`config.mk`:
```
export PLATFORM = sky130hd
export DESIGN_NAME = comp_serial_rx
export DESIGN_NICKNAME = d
export VERILOG_FILES = /design/src/rtl/comp_serial_rx_pkg.sv /design/src/rtl/comp_bit_cnt.sv /design/src/rtl/comp_serial_rx.sv
export SDC_FILE = /design/constraint.sdc
export NUM_CORES = 1
export LEC_CHECK = 0
export BUFFER_PORTS_ARGS = -buffer_cell sky130_fd_sc_hd__buf_2
export CAP_MARGIN = 20
export CORE_AREA = 8 8 45 47
export DETAILED_ROUTE_END_ITERATION = 8
export DIE_AREA = 0 0 53 55
export HOLD_SLACK_MARGIN = 0.02
export PLACE_DENSITY_LB_ADDON = 0.2
export SETUP_SLACK_MARGIN = 0.1
export SYNTH_ARGS = -nofsm -noshare
export SYNTH_HDL_FRONTEND = slang
export SYNTH_SLANG_ARGS = --single-unit
export TNS_END_PERCENT = 20
```
`constraint.sdc`:
```
create_clock -name clk -period 1.58 [get_ports clk]
set_input_delay 0.237 -clock clk [delete_from_list [all_inputs] [get_ports clk]]
set_output_delay 0.237 -clock clk [all_outputs]
set_load 0.05 [all_outputs]
```
`src/rtl/comp_serial_rx_pkg.sv`:
```
`default_nettype none
// ============================================================================
//  Module  : comp_serial_rx_pkg
//  Purpose : Shared state encoding for the bit-serial comparator receiver.
//            S_IDLE=0, S_SHIFT=1, S_DONE=2. Code 3 is unused and recovers
//            to S_IDLE in the FSM.
//  Ports   : none (package)
//  Rev     : 1.0  initial release
// ============================================================================
package comp_serial_rx_pkg;

  typedef enum logic [1:0] {
    S_IDLE  = 2'd0,
    S_SHIFT = 2'd1,
    S_DONE  = 2'd2
  } state_e;

endpackage : comp_serial_rx_pkg
`default_nettype wire

```
`src/rtl/comp_bit_cnt.sv`:
```
`default_nettype none
// ============================================================================
//  Module  : comp_bit_cnt
//  Purpose : Counts accepted bit pairs of one operand. Saturates at W-1 so
//            the count never leaves the 0..W-1 range inside a comparison.
//  Ports   : clk   in  clock, rising edge
//            rst   in  asynchronous active-high reset
//            clr   in  synchronous clear (start of a comparison)
//            en    in  one pair consumed this cycle
//            last  out count equals W-1 (next pair is the final one)
//  Rev     : 1.0  initial release
// ============================================================================
module comp_bit_cnt
  import comp_serial_rx_pkg::*;
#(
  parameter int W     = 2,
  parameter int CNT_W = $clog2(W + 1)
) (
  input  logic clk,
  input  logic rst,
  input  logic clr,
  input  logic en,
  output logic last
);

  logic [CNT_W-1:0] cnt_q;
  logic [CNT_W-1:0] cnt_d;

  assign last = (cnt_q == CNT_W'(W - 1));

  always_comb begin
    cnt_d = cnt_q;
    if (clr) begin
      cnt_d = '0;
    end else if (en && !last) begin
      // The final pair moves the FSM to DONE; holding here keeps cnt <= W-1.
      cnt_d = cnt_q + CNT_W'(1);
    end
  end

  always_ff @(posedge clk or posedge rst) begin
    if (rst) begin
      cnt_q <= '0;
    end else begin
      cnt_q <= cnt_d;
    end
  end

endmodule : comp_bit_cnt
`default_nettype wire

```
`src/rtl/comp_serial_rx.sv`:
```
`default_nettype none
// ============================================================================
//  Module  : comp_serial_rx
//  Purpose : Bit-serial magnitude comparator. Receives two W-bit operands as
//            MSB-first (x_bit, y_bit) pairs under valid/ready and returns
//            eq/gt/lt under a second valid/ready handshake.
//  Ports   : clk        in  clock, rising edge
//            rst        in  asynchronous active-high reset
//            start      in  begin a comparison (IDLE, or DONE with handshake)
//            in_valid   in  x_bit/y_bit valid
//            in_ready   out pair accepted this cycle (high in SHIFT)
//            x_bit      in  operand x bit, MSB first
//            y_bit      in  operand y bit, MSB first
//            out_valid  out result valid (high in DONE)
//            out_ready  in  consumer accepts result
//            eq/gt/lt   out one-hot result while out_valid, else 0
//            busy       out high in SHIFT or DONE
//  Rev     : 1.0  initial release
// ============================================================================
module comp_serial_rx
  import comp_serial_rx_pkg::*;
#(
  parameter int W = 2
) (
  input  logic clk,
  input  logic rst,
  input  logic start,
  input  logic in_valid,
  output logic in_ready,
  input  logic x_bit,
  input  logic y_bit,
  output logic out_valid,
  input  logic out_ready,
  output logic eq,
  output logic gt,
  output logic lt,
  output logic busy
);

  localparam int CNT_W = $clog2(W + 1);

  state_e state_q, state_d;
  logic   decided_q, decided_d;
  logic   gt_q, gt_d;
  logic   lt_q, lt_d;
  logic   cnt_clr;
  logic   cnt_en;
  logic   cnt_last;

  comp_bit_cnt #(
    .W     (W),
    .CNT_W (CNT_W)
  ) u_bit_cnt (
    .clk  (clk),
    .rst  (rst),
    .clr  (cnt_clr),
    .en   (cnt_en),
    .last (cnt_last)
  );

  always_comb begin
    state_d   = state_q;
    decided_d = decided_q;
    gt_d      = gt_q;
    lt_d      = lt_q;
    cnt_clr   = 1'b0;
    cnt_en    = 1'b0;

    case (state_q)
      S_IDLE: begin
        if (start) begin
          state_d   = S_SHIFT;
          cnt_clr   = 1'b1;
          decided_d = 1'b0;
          gt_d      = 1'b0;
          lt_d      = 1'b0;
        end
      end

      S_SHIFT: begin
        // in_ready is high throughout SHIFT, so in_valid alone means accept.
        if (in_valid) begin
          cnt_en = 1'b1;
          // The first differing MSB-first pair fixes the answer.
          if (!decided_q && (x_bit != y_bit)) begin
            gt_d      = x_bit;
            lt_d      = y_bit;
            decided_d = 1'b1;
          end
          if (cnt_last) begin
            state_d = S_DONE;
          end
        end
      end

      S_DONE: begin
        if (out_ready) begin
          cnt_clr   = 1'b1;
          decided_d = 1'b0;
          gt_d      = 1'b0;
          lt_d      = 1'b0;
          state_d   = start ? S_SHIFT : S_IDLE;
        end
      end

      default: begin
        state_d   = S_IDLE;
        cnt_clr   = 1'b1;
        decided_d = 1'b0;
        gt_d      = 1'b0;
        lt_d      = 1'b0;
      end
    endcase
  end

  always_ff @(posedge clk or posedge rst) begin
    if (rst) begin
      state_q   <= S_IDLE;
      decided_q <= 1'b0;
      gt_q      <= 1'b0;
      lt_q      <= 1'b0;
    end else begin
      state_q   <= state_d;
      decided_q <= decided_d;
      gt_q      <= gt_d;
      lt_q      <= lt_d;
    end
  end

  // Outputs decode straight from flops, so an async reset clears them at once.
  assign in_ready  = (state_q == S_SHIFT);
  assign out_valid = (state_q == S_DONE);
  assign busy      = (state_q == S_SHIFT) || (state_q == S_DONE);
  assign eq        = out_valid && !decided_q;
  assign gt        = out_valid && gt_q;
  assign lt        = out_valid && lt_q;

endmodule : comp_serial_rx
`default_nettype wire

```
After elaboration in Yosys (flattened, before gate mapping)
Cells that the tools add are included.

word-level totals
  output and inout bits = 6
  flip-flop bits (word level) = 7
  bits of input ports = 7

operators by class
  reduce and logical (&&, ||, !) cells = 12
  multiplexer cells = 24
  add/subtract/negate cells = 1
  equality and inequality tests = 9

operators by type and width
  cell                                                                     count
  1-bit 2-to-1 mux                                                         13
  2-bit 2-to-1 mux                                                         6
  1-bit one-hot mux with 3 select lines                                    4
  4-bit AND reduction                                                      2
  2-bit by 1-bit inequality test with 1-bit output, second input constant  3
  2-bit one-hot mux with 3 select lines                                    1
  1-bit logical AND                                                        5
  2-bit by 1-bit == test with 1-bit output, second input constant          2
  2-bit inequality test, second input constant                             2
  2-bit by 1-bit adder with 2-bit output, second input constant            1
  2-bit == test, second input constant                                     1
  1-bit zero test                                                          2
  2-bit zero test                                                          1
  2-bit nonzero test                                                       1
  1-bit logical OR                                                         1
  1-bit inequality test                                                    1

Logic depth before layout (Yosys ltp)
  word-level depth = 5
  gate-level depth with buffers = 6
  mapped depth without buffers = 6

Hierarchy
A second synthesis with hierarchy kept.

unflattened totals
  cell total of the unflattened synthesis = 52
  area, all modules = 524.3 µm²

by module, submodules not included
  module          times used  seq. area each (µm²)  cells each  area each (µm²)
  comp_serial_rx  1           125.1                 41          406.6
  comp_bit_cnt    1           50.0                  11          117.6

Least setup slack after synthesis
No wires, ideal clock.

  path kind = register -> register
  from = reg state_q[0]
  to = reg state_q[0]
  data arrival time = 1.724 ns
  library setup time = 0.125 ns
  path buffers = 0
  required time = 1.455 ns
  clock period less this slack = 1.849 ns
  cell stages (with the launch flop) = 7
  slack = -0.269 ns
  cell sequence = dfrtp_1 inv_1 ha_1 inv_1 o221ai_4 a21oi_2 mux2_4

between the ends
  longest elaborated chain between the ends = 3
  elaborated cells between the ends (all ways) = 9

RTL lines
  element                                                     line                   source
  start: declaration                                          comp_serial_rx.sv:42   state_e state_q, state_d;
  start signal: assignment                                    comp_serial_rx.sv:123  state_q <= state_d;
  2-bit == test (*)                                           -
  net out_valid                                               comp_serial_rx.sv:32   output logic out_valid,
  2-bit by 1-bit inequality test with 1-bit output (no line)  -
  4-bit AND reduction (no line)                               -

The timed path passes the listed nets; every way through them passes the cells marked *.
A chain may end at the register's enable or synchronous reset.

Worst setup path after layout
  from = reg state_q[1]
  to = out busy

between the ends
  longest elaborated chain between the ends = 2
  elaborated cells between the ends (all ways) = 3

RTL lines
  element                                                                    line                   source
  2-bit by 1-bit == test with 1-bit output or 2-bit == test (tied branches)  comp_serial_rx.sv:133  assign busy = (state_q == S_SHIFT) || (state_q == S_DONE);
  1-bit logical OR (*)                                                       comp_serial_rx.sv:133
  end: declaration                                                           comp_serial_rx.sv:37   output logic busy

Every way passes the cells marked *; elsewhere a longest branch is shown, timed or not.

==> metrics.md <==
| Metric | Value |
|---|---|
| Vias in the first global route | 407 |
| Clock buffer depth | 2 |
| Sum Neg Setup Slack | 0 ns |
| Fillcell total | 127 |
| WP buf/inv | 2 |
| H-tree Lvls | 1 |
| Commonest cells after routing, fill and taps aside | buf_2, inv_1, dfrtp_1, buf_4, nor2_1 |
| Fin crit share | 0.939 |
| Gr usage total | 0.0807 |
| Cell Pwr Density | 2250 mW/mm² |
| Clk_lat worst skew | 0.25 ns |
| Synth top area cells | dfrtp_1, ha_1, inv_1 |
| Starting DRC count in detailed routing | 5 |
| Boundary Pins | 13 |
| Post-Layout Inst Area | 727 µm² |
| # nets final | 86 |
| DP Area | 612 µm² |
| Post-route ant nets | 0 |
| TritonRoute pass-1 iters | 2 |
| Largest net degree at the start of global routing | 8 |
| Setup ws final | 0.0965 ns |
| Drt via density | 4.51 |
| Mapped cell area | 502 µm² |
| Worst EP required | 1.34 ns |
| Ys Warns | 0 |
| Post-Synth XOR/XNOR Area | 0.0349 |
| Critical Path Fanout Max | 5 |
| CP Capture Type | output pin |
| Port-buffer cells | 12 |
| Worst Skew | 0.000322 ns |
| Syn_nets | 63 |
| RePlAce Congestion | 0.726 |
| Slew margin rel. | 0.772 |
| CTS tree | yes |
| Slowest stage cell, crit path | dfrtp_2 |
| Commonest non-fill, non-tap cell in the layout | buf_2 |
| Post-synth top area share | 0.349 |
| Maxcap violations | 0 |
| Mux share of post-synthesis cell area | 0.0698 |
| RSZ-0062 raised after global routing | yes |
| Residual DRC count | 0 |
| Status | finished clean |
| Synthesized instance count | 49 |
| Fin util | 0.525 |
| Design Power | 1.63 mW |
| Average wire per standard cell | 12.0 µm |
| Post-Synth Adder-Cell Area | 0.175 |
| Largest family of logic cells by synthesized area | adder cells |
| Initial Util | 0.363 |
| Inserted Diodes | 0 |
| Worst slew pin tran | 0.339 ns |
| Vias | 392 |
| Die Span X | 53 µm |
| Tightest Hold Check Type | in2reg |
| Startpoint types | register |
| Placement Setup Slack | 0.00343 ns |
| First-pass GRT wire length | 1710 µm |
| Crit-path cells | inv_2, ha_2, buf_6 |
| Initial antenna violation count | 0 |
| Non-Filler Instances | 87 |
| Setup violators final | 0 |
| Clk pin slew, worst setup/hold paths | 0.05 ns |
| Simple-gate portion of the synthesized area | 0.140 |
| WHS | 0.252 ns |
| Avg Inst Size Synth | 10.2 µm² |
| Netlist cell types | 20 |
| CP top delay family | flip-flops |
| Share of post-route cells with drive strength above 1 | 0.521 |
| Cts bufs inserted | 3 |
| Rows | 14 |
| Slew Limit Fails | 0 |
| Clock sinks | 7 |
| Fmax achieved | 674 MHz |
| Sequential element share of the synthesized area | 0.349 |
| Inst Count DP | 79 |
| Post-synthesis compound-gate area fraction | 0.165 |
| Crit path kind | reg2out |
| Core ar. | 0.00138 mm² |
| Fin crit period | 1.48 ns |
| Crit path largest cell delay | 0.45 ns |
| CP arrival | 1.25 ns |
| Largest area contributor in the netlist | dfrtp_1 |
| Synth Register Bits | 7 |
| Root buf cell | clkbuf_4 |
| Peak supply drop | 1120 µV |
| Leakage | 0.348 nW |
| Die area | 0.00292 mm² |
| Post-Route WL | 1040 µm |
| Post-DP HPWL | 816 µm |
| Synthesis-to-finish area growth | 44.9% |
| Die H | 55 µm |
| Total congestion overflow | 0 |
| Final Hold Fails | 0 |
area by class of cell:
class                      instances  area [µm²]  area share
inverter                           9        33.8      0.0465
timing repair buffer              18         135       0.186
sequential                         7         176       0.243
multi-input combinational         33         335       0.461
tap                               16        20.0      0.0275
clock buffer                       4        26.3      0.0361
cell usage after synthesis:
library cell	instances
dfrtp_1	7
ha_1	7
and3_2	1
nor2_1	5
o21ai_0	1
o221ai_4	1
mux2_4	1
a221o_1	1
a21oi_2	1
and2_1	2
o22a_2	2
a211oi_1	1
mux2i_1	2
inv_2	1
nor2b_1	1
inv_1	8
nand2b_2	2
xnor2_1	2
nand2_1	2
a21oi_1	1
kinds of logic after synthesis:
logic type / count (synthesis)
and+or+nand+nor: 13
buffers and inverters: 9
AOI/OAI and AO/OA: 8
adders and majority gates: 7
DFF: 7
muxes: 3
xor gates and xnor gates: 2
path summary, 6_finish.rpt:
kind                                 start         end  slack (ns)  cells after the start
worst max-delay path            state_q[1]        busy         0.1                      3
worst min-delay path                 x_bit        gt_q        0.25                      3
worst max register to register  state_q[1]  state_q[0]         0.1                      6
worst min register to register        gt_q        gt_q        0.52                      2
max in group asynchronous              rst  state_q[1]        0.87                      3
min in group asynchronous              rst        gt_q        0.47                      3
metal layers:
metal / GRT usage / routed length [µm]
met5: 0 / 0
met4: 0.0259 / 0
met3: 0.0561 / 73
met2: 0.133 / 503
met1: 0.0801 / 462
registers in the layout, indices dropped and copies added (netlist names):
signal	flops
u_bit_cnt.cnt_q	2
gt_q	1
state_q	2
lt_q	1
decided_q	1
timing repair:
item	4_1_cts	5_1_grt
hold endpoints to repair	7	0
endpoints found under the setup margin	9	9
buffers inserted	3	0
cloned	0	0
hold buffers	1	0
pin swaps	2	0
gates resized for setup	17	1
power by group:
part / leakage (nW) / total [mW] / internal (mW) / switching (mW)
Sequential: 0.0886 / 0.338 / 0.260 / 0.0782
Clock: 0.0150 / 0.159 / 0.0962 / 0.0631
Combinational: 0.244 / 1.14 / 0.529 / 0.609
Total: 0.348 / 1.63 / 0.885 / 0.750
tightest hold or removal path, stage by stage:
cell	delay [ns]
buf_2	0.11
nand2_1	0.06
mux2i_1	0.05
Power figures use the tool's default switching activity.
